### config.mk
export PLATFORM = sky130hd
export DESIGN_NAME = jtag_tap_oversampled_flat
export DESIGN_NICKNAME = d
export VERILOG_FILES = /design/src/rtl/jtag_pkg.sv /design/src/rtl/jtag_tap_oversampled_if.sv /design/src/rtl/jtag_pin_sync.sv /design/src/rtl/jtag_tap_oversampled.sv /design/src/flat_wrapper.sv
export SDC_FILE = /design/constraint.sdc
export NUM_CORES = 1
export LEC_CHECK = 0
export ABC_AREA = 1
export BUFFER_PORTS_ARGS = -buffer_cell sky130_fd_sc_hd__buf_4
export CAP_MARGIN = 20
export CORE_MARGIN = 2
export CORE_UTILIZATION = 57
export DETAILED_ROUTE_END_ITERATION = 10
export PLACE_DENSITY_LB_ADDON = 0.08
export SETUP_SLACK_MARGIN = 0.05
export SLEW_MARGIN = 25
export SYNTH_ARGS = -nofsm -noshare
export SYNTH_HDL_FRONTEND = slang
export SYNTH_SLANG_ARGS = --single-unit
### constraint.sdc
create_clock -name clk -period 5.35 [get_ports clk]
set_input_delay 0.8025 -clock clk [delete_from_list [all_inputs] [get_ports clk]]
set_output_delay 0.8025 -clock clk [all_outputs]
set_load 0.1 [all_outputs]
### src/rtl/jtag_pkg.sv
// Shared TAP definitions: state encoding, instruction codes and the 1149.1 transition table.
package jtag_pkg;

   localparam int IR_W = 4;

   localparam logic [IR_W-1:0] INSTR_IDCODE = 4'b0001;
   localparam logic [IR_W-1:0] INSTR_USER   = 4'b1000;
   localparam logic [IR_W-1:0] INSTR_BYPASS = 4'b1111;

   typedef enum logic [3:0] {
      TLR        = 4'h0,
      RTI        = 4'h1,
      SELECT_DR  = 4'h2,
      CAPTURE_DR = 4'h3,
      SHIFT_DR   = 4'h4,
      EXIT1_DR   = 4'h5,
      PAUSE_DR   = 4'h6,
      EXIT2_DR   = 4'h7,
      UPDATE_DR  = 4'h8,
      SELECT_IR  = 4'h9,
      CAPTURE_IR = 4'hA,
      SHIFT_IR   = 4'hB,
      EXIT1_IR   = 4'hC,
      PAUSE_IR   = 4'hD,
      EXIT2_IR   = 4'hE,
      UPDATE_IR  = 4'hF
   } tap_state_t;

   function automatic tap_state_t tap_next(input tap_state_t s, input logic tms);
      tap_state_t n;
      case (s)
         TLR:        n = tms ? TLR       : RTI;
         RTI:        n = tms ? SELECT_DR : RTI;
         SELECT_DR:  n = tms ? SELECT_IR : CAPTURE_DR;
         CAPTURE_DR: n = tms ? EXIT1_DR  : SHIFT_DR;
         SHIFT_DR:   n = tms ? EXIT1_DR  : SHIFT_DR;
         EXIT1_DR:   n = tms ? UPDATE_DR : PAUSE_DR;
         PAUSE_DR:   n = tms ? EXIT2_DR  : PAUSE_DR;
         EXIT2_DR:   n = tms ? UPDATE_DR : SHIFT_DR;
         UPDATE_DR:  n = tms ? SELECT_DR : RTI;
         SELECT_IR:  n = tms ? TLR       : CAPTURE_IR;
         CAPTURE_IR: n = tms ? EXIT1_IR  : SHIFT_IR;
         SHIFT_IR:   n = tms ? EXIT1_IR  : SHIFT_IR;
         EXIT1_IR:   n = tms ? UPDATE_IR : PAUSE_IR;
         PAUSE_IR:   n = tms ? EXIT2_IR  : PAUSE_IR;
         EXIT2_IR:   n = tms ? UPDATE_IR : SHIFT_IR;
         default:    n = tms ? SELECT_DR : RTI;
      endcase
      return n;
   endfunction

endpackage

### src/rtl/jtag_tap_oversampled_if.sv
// JTAG header pins plus the fabric-side USER debug channel of the oversampled TAP.
interface jtag_tap_oversampled_if #(
   parameter int USER_W = 32
);
   logic              tck;
   logic              tms;
   logic              tdi;
   logic              trst;
   logic              tdo;
   logic              tdo_oe;
   logic [USER_W-1:0] user_wdata;
   logic              user_wvalid;
   logic [USER_W-1:0] user_rdata;
   logic [3:0]        tap_state;

   modport master (
      output tck, tms, tdi, trst, user_rdata,
      input  tdo, tdo_oe, user_wdata, user_wvalid, tap_state
   );

   modport slave (
      input  tck, tms, tdi, trst, user_rdata,
      output tdo, tdo_oe, user_wdata, user_wvalid, tap_state
   );
endinterface

### src/rtl/jtag_pin_sync.sv
// Synchronises the four JTAG pins into clk and derives single-cycle tck edge pulses.
module jtag_pin_sync #(
   parameter int SYNC_STAGES = 2
) (
   input  logic clk,
   input  logic rst,
   input  logic tck,
   input  logic tms,
   input  logic tdi,
   input  logic trst,
   output logic tms_sync,
   output logic tdi_sync,
   output logic trst_sync,
   output logic tck_rise,
   output logic tck_fall
);
   // Bit order {trst, tdi, tms, tck}; trst resets to its inactive level.
   localparam logic [3:0] RST_VAL = 4'b1000;

   logic [3:0] pins;
   logic [3:0] synced;
   logic       tck_d_reg;

   assign pins = {trst, tdi, tms, tck};

   genvar gi;
   generate
      for (gi = 0; gi < 4; gi++) begin : g_pin
         logic [SYNC_STAGES-1:0] chain_reg;
         always_ff @(posedge clk or posedge rst) begin
            if (rst) chain_reg <= {SYNC_STAGES{RST_VAL[gi]}};
            else     chain_reg <= {chain_reg[SYNC_STAGES-2:0], pins[gi]};
         end
         assign synced[gi] = chain_reg[SYNC_STAGES-1];
      end
   endgenerate

   always_ff @(posedge clk or posedge rst) begin
      if (rst) tck_d_reg <= 1'b0;
      else     tck_d_reg <= synced[0];
   end

   assign tms_sync  = synced[1];
   assign tdi_sync  = synced[2];
   assign trst_sync = synced[3];
   assign tck_rise  = synced[0] & ~tck_d_reg;
   assign tck_fall  = ~synced[0] & tck_d_reg;
endmodule

### src/rtl/jtag_tap_oversampled.sv
// 1149.1 TAP controller running on the system clock with IDCODE, BYPASS and a USER debug register.
module jtag_tap_oversampled
   import jtag_pkg::*;
#(
   parameter logic [31:0] IDCODE_VAL  = 32'h1BA5_E001,
   parameter int          USER_W      = 32,
   parameter int          SYNC_STAGES = 2
) (
   input  logic                  clk,
   input  logic                  rst,
   jtag_tap_oversampled_if.slave bus
);
   logic tms_sync, tdi_sync, trst_sync, tck_rise, tck_fall;

   jtag_pin_sync #(.SYNC_STAGES(SYNC_STAGES)) u_sync (
      .clk       (clk),
      .rst       (rst),
      .tck       (bus.tck),
      .tms       (bus.tms),
      .tdi       (bus.tdi),
      .trst      (bus.trst),
      .tms_sync  (tms_sync),
      .tdi_sync  (tdi_sync),
      .trst_sync (trst_sync),
      .tck_rise  (tck_rise),
      .tck_fall  (tck_fall)
   );

   tap_state_t        state_reg;
   logic [IR_W-1:0]   ir_reg;
   logic [IR_W-1:0]   ir_sr_reg;
   logic [31:0]       id_sr_reg;
   logic [USER_W-1:0] user_sr_reg;
   logic              byp_reg;
   logic              tdo_reg;
   logic              tdo_oe_reg;
   logic [USER_W-1:0] user_wdata_reg;
   logic              user_wvalid_reg;
   logic              dr_lsb;

   // Undefined instruction codes fall through to the bypass bit.
   always_comb begin
      dr_lsb = byp_reg;
      if (ir_reg == INSTR_IDCODE)    dr_lsb = id_sr_reg[0];
      else if (ir_reg == INSTR_USER) dr_lsb = user_sr_reg[0];
   end

   always_ff @(posedge clk or posedge rst) begin
      if (rst) begin
         state_reg       <= TLR;
         ir_reg          <= INSTR_IDCODE;
         ir_sr_reg       <= '0;
         id_sr_reg       <= '0;
         user_sr_reg     <= '0;
         byp_reg         <= 1'b0;
         tdo_reg         <= 1'b0;
         tdo_oe_reg      <= 1'b0;
         user_wdata_reg  <= '0;
         user_wvalid_reg <= 1'b0;
      end else begin
         user_wvalid_reg <= 1'b0;
         if (!trst_sync) begin
            state_reg  <= TLR;
            ir_reg     <= INSTR_IDCODE;
            tdo_reg    <= 1'b0;
            tdo_oe_reg <= 1'b0;
         end else if (tck_rise) begin
            state_reg <= tap_next(state_reg, tms_sync);
            case (state_reg)
               TLR:        ir_reg    <= INSTR_IDCODE;
               CAPTURE_IR: ir_sr_reg <= 4'b0001;
               SHIFT_IR:   ir_sr_reg <= {tdi_sync, ir_sr_reg[IR_W-1:1]};
               UPDATE_IR:  ir_reg    <= ir_sr_reg;
               CAPTURE_DR: begin
                  case (ir_reg)
                     INSTR_IDCODE: id_sr_reg   <= IDCODE_VAL;
                     INSTR_USER:   user_sr_reg <= bus.user_rdata;
                     default:      byp_reg     <= 1'b0;
                  endcase
               end
               SHIFT_DR: begin
                  case (ir_reg)
                     INSTR_IDCODE: id_sr_reg   <= {tdi_sync, id_sr_reg[31:1]};
                     INSTR_USER:   user_sr_reg <= {tdi_sync, user_sr_reg[USER_W-1:1]};
                     default:      byp_reg     <= tdi_sync;
                  endcase
               end
               UPDATE_DR: begin
                  if (ir_reg == INSTR_USER) begin
                     user_wdata_reg  <= user_sr_reg;
                     user_wvalid_reg <= 1'b1;
                  end
               end
               default: ;
            endcase
         end else if (tck_fall) begin
            if (state_reg == SHIFT_IR) begin
               tdo_reg    <= ir_sr_reg[0];
               tdo_oe_reg <= 1'b1;
            end else if (state_reg == SHIFT_DR) begin
               tdo_reg    <= dr_lsb;
               tdo_oe_reg <= 1'b1;
            end else begin
               tdo_reg    <= 1'b0;
               tdo_oe_reg <= 1'b0;
            end
         end
      end
   end

   assign bus.tdo         = tdo_reg;
   assign bus.tdo_oe      = tdo_oe_reg;
   assign bus.user_wdata  = user_wdata_reg;
   assign bus.user_wvalid = user_wvalid_reg;
   assign bus.tap_state   = state_reg;
endmodule

### src/flat_wrapper.sv
// flat-port wrapper written by rule: the top's interface ports become plain ports
module jtag_tap_oversampled_flat import jtag_pkg::*;
#(
   parameter logic [31:0] IDCODE_VAL  = 32'h1BA5_E001,
   parameter int          USER_W      = 32,
   parameter int          SYNC_STAGES = 2
)
  (clk, rst, bus_tck, bus_tms, bus_tdi, bus_trst, bus_user_rdata, bus_tdo, bus_tdo_oe, bus_user_wdata, bus_user_wvalid, bus_tap_state);
  jtag_tap_oversampled_if #(.USER_W(USER_W)) bus_i ();
  input  logic clk;
  input  logic rst;
  input wire logic [$bits(bus_i.tck)-1:0] bus_tck;
  input wire logic [$bits(bus_i.tms)-1:0] bus_tms;
  input wire logic [$bits(bus_i.tdi)-1:0] bus_tdi;
  input wire logic [$bits(bus_i.trst)-1:0] bus_trst;
  input wire logic [$bits(bus_i.user_rdata)-1:0] bus_user_rdata;
  output wire logic [$bits(bus_i.tdo)-1:0] bus_tdo;
  output wire logic [$bits(bus_i.tdo_oe)-1:0] bus_tdo_oe;
  output wire logic [$bits(bus_i.user_wdata)-1:0] bus_user_wdata;
  output wire logic [$bits(bus_i.user_wvalid)-1:0] bus_user_wvalid;
  output wire logic [$bits(bus_i.tap_state)-1:0] bus_tap_state;
  assign bus_i.tck = bus_tck;
  assign bus_i.tms = bus_tms;
  assign bus_i.tdi = bus_tdi;
  assign bus_i.trst = bus_trst;
  assign bus_i.user_rdata = bus_user_rdata;
  assign bus_tdo = bus_i.tdo;
  assign bus_tdo_oe = bus_i.tdo_oe;
  assign bus_user_wdata = bus_i.user_wdata;
  assign bus_user_wvalid = bus_i.user_wvalid;
  assign bus_tap_state = bus_i.tap_state;
  jtag_tap_oversampled #(.IDCODE_VAL(IDCODE_VAL), .USER_W(USER_W), .SYNC_STAGES(SYNC_STAGES)) u_core (.clk(clk), .rst(rst), .bus(bus_i));
endmodule
==> impl.org, run 1 <==
** Min path
- Tightest Hold Check Type :: reg -> reg
- The startpoint identified for the worst hold timing path is u_core.u_sync.g_pin[2].chain_reg[0].

** Synth
- The synthesized design contains 121 register bits.
- Ys flop type :: sky130_fd_sc_hd__dfrtp_1
- Yosys mapped a number of flops with a built-in enable equal to 0.
- Mapped Cells :: 560
- The mapped netlist covers 5220 µm².
- Counting every net in the synthesized netlist gives 598.
- Number of warnings printed during yosys synthesis :: 0
- Share of synthesized area occupied by flip-flops and latches :: 58.1%
- Avg Inst Size Synth :: 9.31 µm²
- Distinct cell type count after synthesis :: 29
- Fraction of registers with async set/reset :: 100%

** Worst setup path
- Data arrival time of the critical path :: 3.00 ns
- First element of the critical path :: u_core.bus.tap_state[0]
- Highest net fanout along the worst path :: 64
- The critical path is of the reg -> reg type.
- Together, buffers and inverters on the worst path number 0.
- Required arrival time at the worst endpoint :: 5.71 ns
- Cells along the critical path :: nor2_4 > nand2_2 > nand2_2 > nand3_4 > nand2_1 > o21ai_0
- Among the stages of the critical path, the cell type that occurs most often is sky130_fd_sc_hd__nand2_2.
- In this design, the stage delay of the slowest critical-path cell is 0.53 ns.
- Startpoint of the worst-slack reg-to-reg timing path :: u_core.bus.tap_state[0]
- Element type at the critical path end :: flip-flop
- Kind of start point of the critical path :: flip-flop
- Worst path slowest cell :: sky130_fd_sc_hd__dfrtp_1
- On the critical path the largest part of the delay comes from simple AND/OR/NAND/NOR gates.

** Global route
- Antenna violations before repair :: 0
- Largest net degree at the start of global routing :: 82
- Aggregate global-route resource usage :: 24.5%
- Congestion Overflow GR :: 0
- The first global-routing pass estimated 19,200 µm of wire.
- The via count of the first global-routing pass came to 4,074.

** Timing
- Adding up every negative setup slack in the final design gives 0 ns.
- Final clock skew :: 0.00647 ns
- Maximum frequency from static timing analysis :: 379 MHz
- For the pin with the worst max-slew slack, the measured transition is 0.916 ns.
- Setup repair after global routing left no endpoint under its margin.
- Total of endpoints with negative setup slack in the final report :: 0
- Final cycle utilization of the critical path :: 49.3%
- Final hold violation count :: 0
- Headroom to the max-slew limit came out at 38.7%.
- Final max-slew violation count :: 0
- Tmin final :: 2.64 ns

** Clock network
- Cell chosen for the clock root :: sky130_fd_sc_hd__clkbuf_8
- Clock-pin slew was measured on the worst setup and hold paths at 0.06 ns.
- The clock passes through at most 2 buffers.
- Counting the buffers created by CTS gives 17.
- The clock reaches the later pin of the worst-skew pair after 0.52 ns.
- Post-cts gate resize count :: 0
- Clock tree from TritonCTS :: yes
- CTS built an H-tree with a depth of 4.
- After clock tree synthesis, the flow added hold-fix buffers numbering 0.
- In this run the post-CTS setup repair buffer count came out at 0.
- Number of clock sinks :: 121

** Floorplan
- 77 I/O pins were placed.
- Chip height :: 99.7 µm
- For this configuration, the core starts out at a cell density of 59.2%.
- Die footprint :: 9930 µm²
- The region available for standard cell placement spans 8810 µm².
- Row generation in the floorplan step produced 34 rows.
- The die is 99.7 µm wide.

** Layout
- Final standard cell count with taps included and fillers excluded :: 751
- Most frequent cells in the layout :: sky130_fd_sc_hd__nand2_1 (183), sky130_fd_sc_hd__dfrtp_1 (118), sky130_fd_sc_hd__buf_4 (77)
- Commonest non-fill, non-tap cell in the layout :: sky130_fd_sc_hd__nand2_1
- For this run, the post-layout net count is 669.
- The repair_antennas step left the layout with diodes totalling 0.
- Compared with the post-synthesis result, the final layout area differs by 22.0%.
- Ratio of cells with drive above 1 in the final layout :: 20.8%

** Route
- Average via count per standard cell :: 5.33
- Via Count :: 4,004
- After detailed routing, the average wire length per cell comes to 14.7 µm.
- Final routed DRC violation total :: 0
- Once detail routing completed, the nets flagged for antenna violations numbered 0.
- The routed design has 11,000 µm of wire.
- For this run, the detailed router's first-pass iteration total came to 5.
- After the first detailed-routing iteration, the DRC count stood at 208.

** Power and ir drop
- Internal :: 1.63 mW
- Reported net switching power :: 0.482 mW
- Switching Share :: 22.8%
- Combinational cell fraction of total power :: 3.7%
- Power share of the sequential group :: 44.1%
- Pwr dens :: 332 nW/µm²
- Standby leakage power :: 3.62 nW
- Clock network power share :: 52.2%
- Worst vdd ir :: 235 µV

** Run status
- Result of the run :: complete, no violations

** Placed design
- The count of buffers added on input and output ports is 76.
- Instance count after placement with tap cells included :: 720
- HPWL Detailed :: 7170 µm
- Routability-driven placement finished with a final weighted congestion of 0.859.

** Run
- Max-cap violations in this run came to 0.
final cells by class:
type	count	area (µm²)
timing repair buffer	77	578
clock buffer	18	428
inverter	54	208
multi-input combinational	360	1840
sequential	121	3030
clock inverter	13	145
fill	664	2440
tap	108	135
layer usage:
| layer | vias to the layer above | wire (µm) | share of wire [%] | GRT usage, % |
|---|---|---|---|---|
| met4 | 0 | 171 | 1.5 | 10.0 |
| met5 | - | 0 | 0 | 0 |
| met1 | 1918 | 5010 | 45 | 33.0 |
| met2 | 110 | 5350 | 48 | 38.6 |
| li1 | 1960 | - | - | - |
| met3 | 16 | 515 | 4.7 | 6.11 |
cells by family after synthesis:
kind of cell    after synthesis  synth area share, %
compound gates               97                 10.9
buf+inv                      79                 6.60
flops                       121                 58.1
mux                          27                 5.18
simple gates                236                 19.1
power by group through the flow:
stage	clock, mW	sequential [mW]	combinational (mW)
4_1_cts	1.12	0.932	0.0801
3_3_place_gp	0	0.948	0.0796
6_report	1.10	0.932	0.0787
5_1_grt	1.16	0.933	0.0895
2_1_floorplan	0	0.948	0.0447
3_5_place_dp	0	0.948	0.0798
synthesized netlist by cell type, types with 4 or more instances:
cell                         n  area (µm²)
sky130_fd_sc_hd__a32o_1     15         150
sky130_fd_sc_hd__a21oi_1     5        25.0
sky130_fd_sc_hd__nand3_1    16        80.1
sky130_fd_sc_hd__nand2_2     7        43.8
sky130_fd_sc_hd__inv_1      47         176
sky130_fd_sc_hd__mux2i_1    27         270
sky130_fd_sc_hd__dfrtp_1   118        2950
sky130_fd_sc_hd__clkbuf_1    4        15.0
sky130_fd_sc_hd__nand2_1   183         687
sky130_fd_sc_hd__buf_2      17        85.1
sky130_fd_sc_hd__o21ai_0    43         215
sky130_fd_sc_hd__inv_2       7        26.3
sky130_fd_sc_hd__o21ai_1    29         145
sky130_fd_sc_hd__nor2_1     18        67.6
final timing paths:
kind,to,slack [ns],depth (start not counted)
max in group asynchronous,u_core.user_sr_reg[30],3.96,3
min reg2reg,u_core.u_sync.g_pin[2].chain_reg[1],0.35,0
max,u_core.user_sr_reg[24],2.71,6
min in group asynchronous,u_core.bus.user_wdata[20],0.42,2
min,u_core.u_sync.g_pin[2].chain_reg[1],0.35,0
max reg2reg,u_core.user_sr_reg[24],2.71,6
per-stage QoR:
| stage | area (µm²) | setup WS (ns) | power (mW) | util, % | hold slack [ns] |
|---|---|---|---|---|---|
| after floorplan | 5220 | 1.34 | 0.993 | - | 0.331 |
| after global placement | 5790 | 2.79 | 1.03 | 65.7 | 0.333 |
| after detailed placement | 5790 | 2.71 | 1.03 | 65.7 | 0.336 |
| after CTS | 6360 | 2.68 | 2.13 | 72.3 | 0.350 |
| after global routing | 6360 | 2.44 | 2.18 | 72.3 | 0.356 |
| final | 6360 | 2.71 | 2.11 | 72.3 | 0.347 |
Note: power is estimated with default switching activity, not from simulation.
==> inputs of run 2 (changes only) <==
CORE_UTILIZATION = 51   (was 57)
clock period = 2.37 ns   (was 5.35 ns; I/O delays follow)
==> impl.org, run 2 (synthesis gave the netlist of run 1 again) <==
** Power and ir drop
- The largest vdd supply drop is 477 µV (was 235 µV).
- Reported net switching power :: 1.04 mW (was 0.482 mW)
- The cell leakage power was 3.71 nW (was 3.62 nW).
- Switching Share :: 20.6% (was 22.8%)
- The power per standard cell area is 767 nW/µm² (was 332 nW/µm²).
- Clock network power share :: 54.4% (was 52.2%)
- Combinational cell fraction of total power :: 3.8% (was 3.7%)
- Power share of the sequential group :: 41.8% (was 44.1%)
- The internal portion of total power was 4.00 mW (was 1.63 mW).

** Placed design
- The number of placed instances with taps included was 751 (was 720).
- Instance area after placement :: 5890 µm² (was 5790 µm²)
- The routability congestion estimate came to 0.848 (was 0.859).
- Count of buffers inserted at the top-level ports :: 76 (unchanged)
- The HPWL after detailed placement was 7190 µm (was 7170 µm).

** Layout
- Number of inserted filler cells in the final layout :: 813 (was 664)
- The final cell count without fillers came to 788 (was 751).
- Most frequent cells in the layout :: sky130_fd_sc_hd__nand2_1 (183), sky130_fd_sc_hd__dfrtp_1 (118), sky130_fd_sc_hd__buf_4 (81) (was sky130_fd_sc_hd__nand2_1 (183), sky130_fd_sc_hd__dfrtp_1 (118), sky130_fd_sc_hd__buf_4 (77))
- Finished layout cell area :: 6570 µm² (was 6360 µm²)
- The number of diodes added for antenna fixing was 0 (unchanged).
- The post-layout net count was 680 (was 669).
- The layout overhead on the synthesized area is 26.0% (was 22.0%).
- The area of the multi-input gates was 1840 µm² (unchanged).
- Ratio of cells with drive above 1 in the final layout :: 21.4% (was 20.8%)
- FF/Latch Area :: 3030 µm² (unchanged)
- Commonest non-fill, non-tap cell in the layout :: sky130_fd_sc_hd__nand2_1 (unchanged)

** Global route
- Via count of the first global-routing pass :: 3,887 (was 4,074)
- Congestion Overflow GR :: 0 (unchanged)
- The overall track demand over capacity in global routing was 21.6% (was 24.5%).
- The global-route wire length before repair came to 19,000 µm (was 19,200 µm).
- Largest net degree at the start of global routing :: 72 (was 82)
- The number of antenna violations at the first check in global routing was 0 (unchanged).

** Timing
- Tmin final :: 1.88 ns (was 2.64 ns)
- The total count of hold-check failures in the final report came to 0 (unchanged).
- The pin slew with the least headroom to its limit is 0.579 ns (was 0.916 ns).
- Total negative slack for setup checks :: 0 ns (unchanged)
- The post-route clock period utilization came to 79.5% (was 49.3%).
- Total of endpoints with negative setup slack in the final report :: 0 (unchanged)
- Setup repair after global routing missed its margin :: false (unchanged)
- The headroom to the max-slew limit came to 61.2% (was 38.7%).
- Final max-slew violation count :: 0 (unchanged)
- The worst clock skew came to 0.00997 ns (was 0.00647 ns).
- The maximum clock rate was 531 MHz (was 379 MHz).

** Floorplan
- Chip height :: 105 µm (was 99.7 µm)
- Number of top-level design ports :: 77 (unchanged)
- Starting density of the core :: 52.9% (was 59.2%)
- Floorplan core area :: 9860 µm² (was 8810 µm²)
- The area of the die was 11,100 µm² (was 9930 µm²).
- The width of the die is 105 µm (was 99.7 µm).
- The number of rows in the core area came to 36 (was 34).

** Worst setup path
- The origin of the worst setup path was u_core.bus.tap_state[0] (unchanged).
- The kind of launch point of the worst setup path was a flip-flop (unchanged).
- Highest net fanout along the worst path :: 32 (was 64)
- Type of the setup path with the least slack :: reg -> reg (unchanged)
- The arrival time of data at the critical path endpoint was 2.28 ns (was 3.00 ns).
- The maximum cell stage delay along the critical path is 0.56 ns (was 0.53 ns).
- The highest-delay cell along the critical path was sky130_fd_sc_hd__dfrtp_1 (unchanged).
- The launch point of the worst reg-to-reg path was u_core.bus.tap_state[0] (unchanged).
- Element type at the critical path end :: flip-flop (unchanged)
- The most common cell type on the critical path is sky130_fd_sc_hd__nand2_2 (unchanged).
- Cells along the critical path :: nand2_1 > inv_2 > nand2_2 > nand2_2 > nand2_2 > a32o_1 (was nor2_4 > nand2_2 > nand2_2 > nand3_4 > nand2_1 > o21ai_0)
- The data required time of the critical path is 2.77 ns (was 5.71 ns).

** Min path
- Tightest Hold Check Type :: in -> reg (was reg -> reg)
- HP Start :: bus_user_rdata[15] (was u_core.u_sync.g_pin[2].chain_reg[0])

** Route
- The residual DRC count was 0 (unchanged).
- Post-detailed-route count of antenna-violating nets :: 0 (unchanged)
- The detailed-router iteration count before antenna repair is 4 (was 5).
- The overall routed net length is 11,100 µm (was 11,000 µm).
- The routed via count divided by cell count is 5.17 (was 5.33).
- The routed wire length per instance came to 14.1 µm (was 14.7 µm).
- The initial DRC count is 212 (was 208).
- Via Count :: 4,072 (was 4,004)

** Clock network
- Clock transition at the registers of the reported paths :: 0.06 ns (about the same)
- Maximum count of clock buffers along a single path :: 2 (unchanged)
- Clock tree from TritonCTS :: yes (unchanged)
- Number of clock sinks :: 121 (unchanged)
- H-tree lvl count :: 4 (unchanged)
- Post-CTS setup buffers :: 0 (unchanged)
- The insertion delay of the later-clocked pin in the worst-skew pair came to 0.52 ns (about the same).
- The clock root buffer master was sky130_fd_sc_hd__clkbuf_8 (unchanged).
- Total CTS buffers :: 17 (unchanged)

** Run
- Max Cap Violations :: 0 (unchanged)

** Run status
- Result of the run: complete, no violations (unchanged).
[run 2: cell types whose count changed in the layout (fill, tap and decap cells not counted)]
cell                            previous run  this run
sky130_fd_sc_hd__clkinv_2                  2         5
sky130_fd_sc_hd__inv_6                     4         1
sky130_fd_sc_hd__buf_4                    77        81
sky130_fd_sc_hd__clkbuf_1                  0         1
sky130_fd_sc_hd__buf_12                    0         2
sky130_fd_sc_hd__dlygate4sd3_1             0         5
sky130_fd_sc_hd__clkinv_4                  3         0
sky130_fd_sc_hd__bufinv_16                 2         5
[run 2: cell type report]
type / count / share of cell area, %
flip-flops and latches: 121 / 46.1
multi-input cells: 360 / 28.0
repair buffers: 88 / 10.6
clock buffers: 19 / 6.57
inverters: 54 / 3.14
clock inverters: 13 / 3.03
well taps: 133 / 2.53
[run 2: critical path, delay by kind of cell (launching register included)]
family | cells | cell delay, ns
compound gates | 1 | 0.36
buf+inv | 1 | 0.12
flops | 1 | 0.56
simple gates | 4 | 0.71
[run 2: what timing repair did]
action                                 CTS  global route
endpoints found under the hold margin  107             0
hold buffers                             5             0
gates resized for setup                  0             0
[run 2: power groups by stage]
stage / Combinational (mW) / Sequential [mW] / Clock, mW
2_1_floorplan: 0.101 / 2.14 / 0
3_3_place_gp: 0.190 / 2.14 / 0
3_5_place_dp: 0.190 / 2.14 / 0
4_1_cts: 0.198 / 2.10 / 2.78
5_1_grt: 0.219 / 2.11 / 2.87
6_report: 0.194 / 2.10 / 2.74
[run 2: routing by layer]
metal  track usage (%)  wire length (µm)  up-vias
met5                 0                 0        -
met4              7.71               133        0
met3              6.18               563       14
met2              32.3              5230      115
met1              30.3              5180     1964
li1                  -                 -     1979
[run 2: path summary, 6_finish.rpt]
path / endpoint / slack, ns / depth (start not counted)
setup / recovery: u_core.id_sr_reg[11] / 0.49 / 6
setup reg to reg: u_core.id_sr_reg[11] / 0.49 / 6
max in group asynchronous: u_core.u_sync.g_pin[3].chain_reg[1] / 1.50 / 4
hold reg to reg: u_core.u_sync.g_pin[0].chain_reg[1] / 0.35 / 0
min in group asynchronous: u_core.id_sr_reg[7] / 0.51 / 4
hold / removal: u_core.user_sr_reg[15] / 0.11 / 3
[run 2: per-stage QoR]
stage | utilization, % | worst slack (ns) | hold WS (ns) | power (mW)
floorplan | - | 0.161 | 0.331 | 2.24
global placement | 59.7 | 0.532 | 0.334 | 2.33
detailed placement | 59.7 | 0.509 | 0.336 | 2.33
CTS | 66.6 | 0.493 | 0.0984 | 5.09
global route | 66.6 | 0.281 | 0.109 | 5.20
finish | 66.6 | 0.486 | 0.106 | 5.04
==> inputs of run 3 (changes only) <==
ABC_AREA = 0   (was 1)
CORE_UTILIZATION = 56   (was 51)
clock period = 1.88 ns   (was 2.37 ns; I/O delays follow)
==> impl.org, run 3 <==
** Timing
- Maximum frequency from static timing analysis :: 497 MHz (was 531 MHz)
- Total of endpoints with negative setup slack in the final report :: 64 (was 0)
- The headroom to the max-slew limit was 67.1% (was 61.2%).
- The pin slew with the least headroom to its limit came to 0.493 ns (was 0.579 ns).
- Setup repair after global routing missed its margin :: true (was false)
- The post-route minimum period is 2.01 ns (was 1.88 ns).
- Final hold violation count :: 0 (unchanged)
- Final max-slew violation count :: 0 (unchanged)
- Setup slack of the critical path after layout :: -0.131 ns (was 0.486 ns)
- The worst clock skew was 0.00544 ns (was 0.00997 ns).
- The post-route clock period utilization was 107% (was 79.5%).
- Total negative slack for setup checks :: -5.61 ns (was 0 ns)

** Worst setup path
- The launch point of the worst reg-to-reg path is u_core.ir_reg[1] (was u_core.bus.tap_state[0]).
- Slack of the worst reg-to-reg path :: -0.13 ns (was 0.49 ns)
- Critical register-to-register path endpoint :: u_core.user_sr_reg[21] (was u_core.id_sr_reg[11])
- The type of destination of the critical path is a flip-flop (unchanged).
- The kind of launch point of the worst setup path is a flip-flop (unchanged).
- First element of the critical path :: u_core.ir_reg[1] (was u_core.bus.tap_state[0])
- Destination of the critical timing path :: u_core.user_sr_reg[21] (was u_core.id_sr_reg[11])
- Data arrival time of the critical path :: 2.46 ns (was 2.28 ns)
- Highest net fanout along the worst path :: 7 (was 32)
- Register-to-Register Path Depth :: 7 (was 6)
- Type of the setup path with the least slack :: reg -> reg (unchanged)
- Required arrival time at the worst endpoint :: 2.33 ns (was 2.77 ns)

** Route
- Average via count per standard cell :: 6.04 (was 5.17)
- The detailed-router iteration count before antenna repair is 5 (was 4).
- Overall routed net length :: 14,200 µm (was 11,100 µm)
- The residual DRC count came to 0 (unchanged).
- Post-detailed-route count of antenna-violating nets :: 0 (unchanged)
- Count of routing violations after the opening detailed-route iteration :: 205 (was 212)
- The routed wire length per instance came to 21.8 µm (was 14.1 µm).
- Via Count :: 3,933 (was 4,072)

** Synth
- Share of synthesized area occupied by flip-flops and latches :: 60.4% (was 58.1%)
- Mapped Cells :: 408 (was 560)
- Cell types occupying the most area after synthesis: sky130_fd_sc_hd__dfrtp_1 (59%), sky130_fd_sc_hd__mux2_2 (7.6%), sky130_fd_sc_hd__mux2i_1 (6.4%), sky130_fd_sc_hd__a22o_1 (4.0%), sky130_fd_sc_hd__a21oi_1 (4.0%) (was sky130_fd_sc_hd__dfrtp_1 (57%), sky130_fd_sc_hd__nand2_1 (13%), sky130_fd_sc_hd__mux2i_1 (5.2%), sky130_fd_sc_hd__o21ai_0 (4.1%), sky130_fd_sc_hd__inv_1 (3.4%)).
- Post-synth top cells :: sky130_fd_sc_hd__dfrtp_1 (118), sky130_fd_sc_hd__a21oi_1 (40), sky130_fd_sc_hd__nor2_1 (38) (was sky130_fd_sc_hd__nand2_1 (183), sky130_fd_sc_hd__dfrtp_1 (118), sky130_fd_sc_hd__inv_1 (47))
- Ys flop type :: sky130_fd_sc_hd__dfrtp_1 (unchanged)
- Avg Inst Size Synth :: 12.3 µm² (was 9.31 µm²)
- The number of synthesized flops with an enable pin is 0 (unchanged).
- The count of unique library cells instantiated by Yosys was 41 (was 29).
- Flops & latches, synth :: 121 (unchanged)
- The cell accounting for the most synthesized area was sky130_fd_sc_hd__dfrtp_1 (unchanged).
- The area of the mapped netlist was 5020 µm² (was 5220 µm²).
- The share of the synthesized area in the top cell type is 58.9% (was 56.6%).
- Most instantiated library cell after synthesis :: sky130_fd_sc_hd__dfrtp_1 (was sky130_fd_sc_hd__nand2_1)
- Number of nets in the synthesized netlist :: 446 (was 598)
- The share of async-settable or async-resettable flops after synthesis came to 100% (unchanged).
- Number of warnings printed during yosys synthesis :: 0 (unchanged)

** Placed design
- The count of port buffers added during placement was 76 (unchanged).
- The placed cell area came to 5950 µm² (was 5890 µm²).
- The HPWL after detailed placement came to 6900 µm (was 7190 µm).
- Instance count after placement with tap cells included :: 591 (was 751)
- Global placer's final weighted congestion :: 0.761 (was 0.848)

** Global route
- The overall track demand over capacity in global routing is 25.5% (was 21.6%).
- Largest net degree at the start of global routing :: 40 (was 72)
- Antenna violations before repair :: 0 (unchanged)
- The remaining global-route overflow is 0 (unchanged).
- The via count of the first global-routing pass is 3,852 (was 3,887).
- Global-route wire length before repair :: 19,300 µm (was 19,000 µm)

** Floorplan
- The area of the die came to 9730 µm² (was 11,100 µm²).
- Number of core rows :: 34 (was 36)
- Width of the die :: 98.6 µm (was 105 µm)
- The initial core utilization was 57.5% (was 52.9%).
- The vertical die dimension came to 98.6 µm (was 105 µm).
- Floorplan core area :: 8720 µm² (was 9860 µm²)
- The number of top-level pins was 77 (unchanged).

** Layout
- Nets@finish :: 568 (was 680)
- Final standard cell count with taps included and fillers excluded :: 651 (was 788)
- Layout Area Growth over Synthesis :: 45.8% (was 26.0%)
- Commonest non-fill, non-tap cell in the layout :: sky130_fd_sc_hd__dfrtp_1 (was sky130_fd_sc_hd__nand2_1)
- The number of diodes added for antenna fixing is 0 (unchanged).
- Finished layout cell area :: 7310 µm² (was 6570 µm²)
- Most frequent cells in the layout: sky130_fd_sc_hd__dfrtp_1 (114), sky130_fd_sc_hd__buf_4 (98), sky130_fd_sc_hd__mux2_2 (34) (was sky130_fd_sc_hd__nand2_1 (183), sky130_fd_sc_hd__dfrtp_1 (118), sky130_fd_sc_hd__buf_4 (81)).
- Ratio of cells with drive above 1 in the final layout :: 50.5% (was 21.4%)

** Clock network
- Maximum count of clock buffers along a single path :: 2 (unchanged)
- Number of clock sinks :: 121 (unchanged)
- The clock-pin slew on the worst setup and hold paths came to 0.06 ns (about the same).
- The H-tree level count came to 4 (unchanged).
- The insertion delay of the later-clocked pin in the worst-skew pair came to 0.52 ns (about the same).
- The clock root buffer master was sky130_fd_sc_hd__clkbuf_8 (unchanged).
- Total CTS buffers :: 17 (unchanged)
- The CTS tree is yes (unchanged).

** Power and ir drop
- The largest vdd supply drop is 562 µV (was 477 µV).
- The power per standard cell area came to 846 nW/µm² (was 767 nW/µm²).
- The post-route total power came to 6.18 mW (was 5.04 mW).
- Standby leakage power :: 3.20 nW (was 3.71 nW)

** Run status
- Failing checks :: negative setup slack
- Result of the run :: finished, violations left (was complete, no violations)

** Min path
- Tightest Hold Check Type :: in -> reg (unchanged)

** Run
- The number of maximum-capacitance constraint violations was 0 (unchanged).
## run 3: cell types whose count changed in the layout (fill, tap and decap cells not counted), moves of 9 or more
cell and change:
sky130_fd_sc_hd__nor2_4 +12, sky130_fd_sc_hd__a32o_1 -15, sky130_fd_sc_hd__nand3_1 -12, sky130_fd_sc_hd__a21oi_2 +32, sky130_fd_sc_hd__inv_1 -45, sky130_fd_sc_hd__nand2_1 -167, sky130_fd_sc_hd__o22a_1 +12, sky130_fd_sc_hd__mux2_2 +34
sky130_fd_sc_hd__buf_4 +17, sky130_fd_sc_hd__a22o_1 +23, sky130_fd_sc_hd__buf_6 +9, sky130_fd_sc_hd__o21ai_1 -29, sky130_fd_sc_hd__o21ai_0 -36
## run 3: power by group
group | leakage [nW] | internal (mW) | switching, mW
clock | 0.265 | 1.89 | 1.18
combinational | 1.46 | 0.185 | 0.210
sequential | 1.48 | 2.67 | 0.0482
total | 3.20 | 4.74 | 1.44
## run 3: through the flow
stage	setup WS [ns]	utilization [%]	hold WS (ns)
after floorplan	-0.231	-	0.286
after CTS	-0.0593	77.1	0.0433
after detailed placement	-0.0727	68.2	0.336
final	-0.131	83.8	0.0628
after global routing	-0.185	83.8	0.0553
after global placement	-0.0351	68.2	0.335
## run 3: metal layers
metal  part of all wire [%]  wire, µm  GRT usage (%)  up-vias
li1                       -         -              -     1728
met1                     43      6110           33.3     2037
met2                     49      7010           41.0      137
met3                    5.3       753           6.31       31
met4                    2.4       348           10.9        0
met5                      0         0              0        -
## run 3: logic make-up (layout without fill, tap and decap cells)
| kind of cell | Yosys count | in the layout | synth area share [%] |
|---|---|---|---|
| flops | 121 | 121 | 60.4 |
| compound gates | 99 | 99 | 13.9 |
| simple gates | 89 | 89 | 8.81 |
| mux | 66 | 66 | 14.0 |
| buf+inv | 32 | 167 | 2.64 |
| xor+xnor | 1 | 1 | 0.175 |
## run 3: critical path, cell delays in order (launching register included)
cell and delay [ns]:
sky130_fd_sc_hd__dfrtp_1 0.40, sky130_fd_sc_hd__or4b_4 0.59, sky130_fd_sc_hd__a2111oi_4 0.27, sky130_fd_sc_hd__buf_6 0.26
sky130_fd_sc_hd__buf_12 0.18, sky130_fd_sc_hd__buf_12 0.12, sky130_fd_sc_hd__nor2_2 0.03, sky130_fd_sc_hd__a21oi_2 0.09
## run 3: cell type report
cell class,instances,area (µm²)
flip-flops and latches,121,3040
multi-input cells,255,2220
fillers,425,1410
repair buffers,132,1350
clock buffers,22,473
well taps,108,135
clock inverters,10,91.3
inverters,3,15.0
## run 3: worst min path at each step
stage | start | slack, ns | cells past startpoint | endpoint
after CTS | bus_user_rdata[22] | 0.04 | 3 | u_core.user_sr_reg[22]
after floorplan | bus_trst | 0.29 | 0 | u_core.u_sync.g_pin[3].chain_reg[0]
after global routing | bus_user_rdata[4] | 0.06 | 3 | u_core.user_sr_reg[4]
after detailed placement | rst | 0.34 | 2 | u_core.user_sr_reg[29]
after global placement | rst | 0.34 | 2 | u_core.user_sr_reg[30]
final | bus_user_rdata[22] | 0.06 | 3 | u_core.user_sr_reg[22]
## run 3: what timing repair did
action | CTS | global route
setup endpoints to repair | 77 | 101
cloned | 3 | 8
pin swaps | 2 | 0
hold buffers | 5 | 0
resized for setup | 11 | 84
endpoints found under the hold margin | 19 | 0
setup buffers | 6 | 6
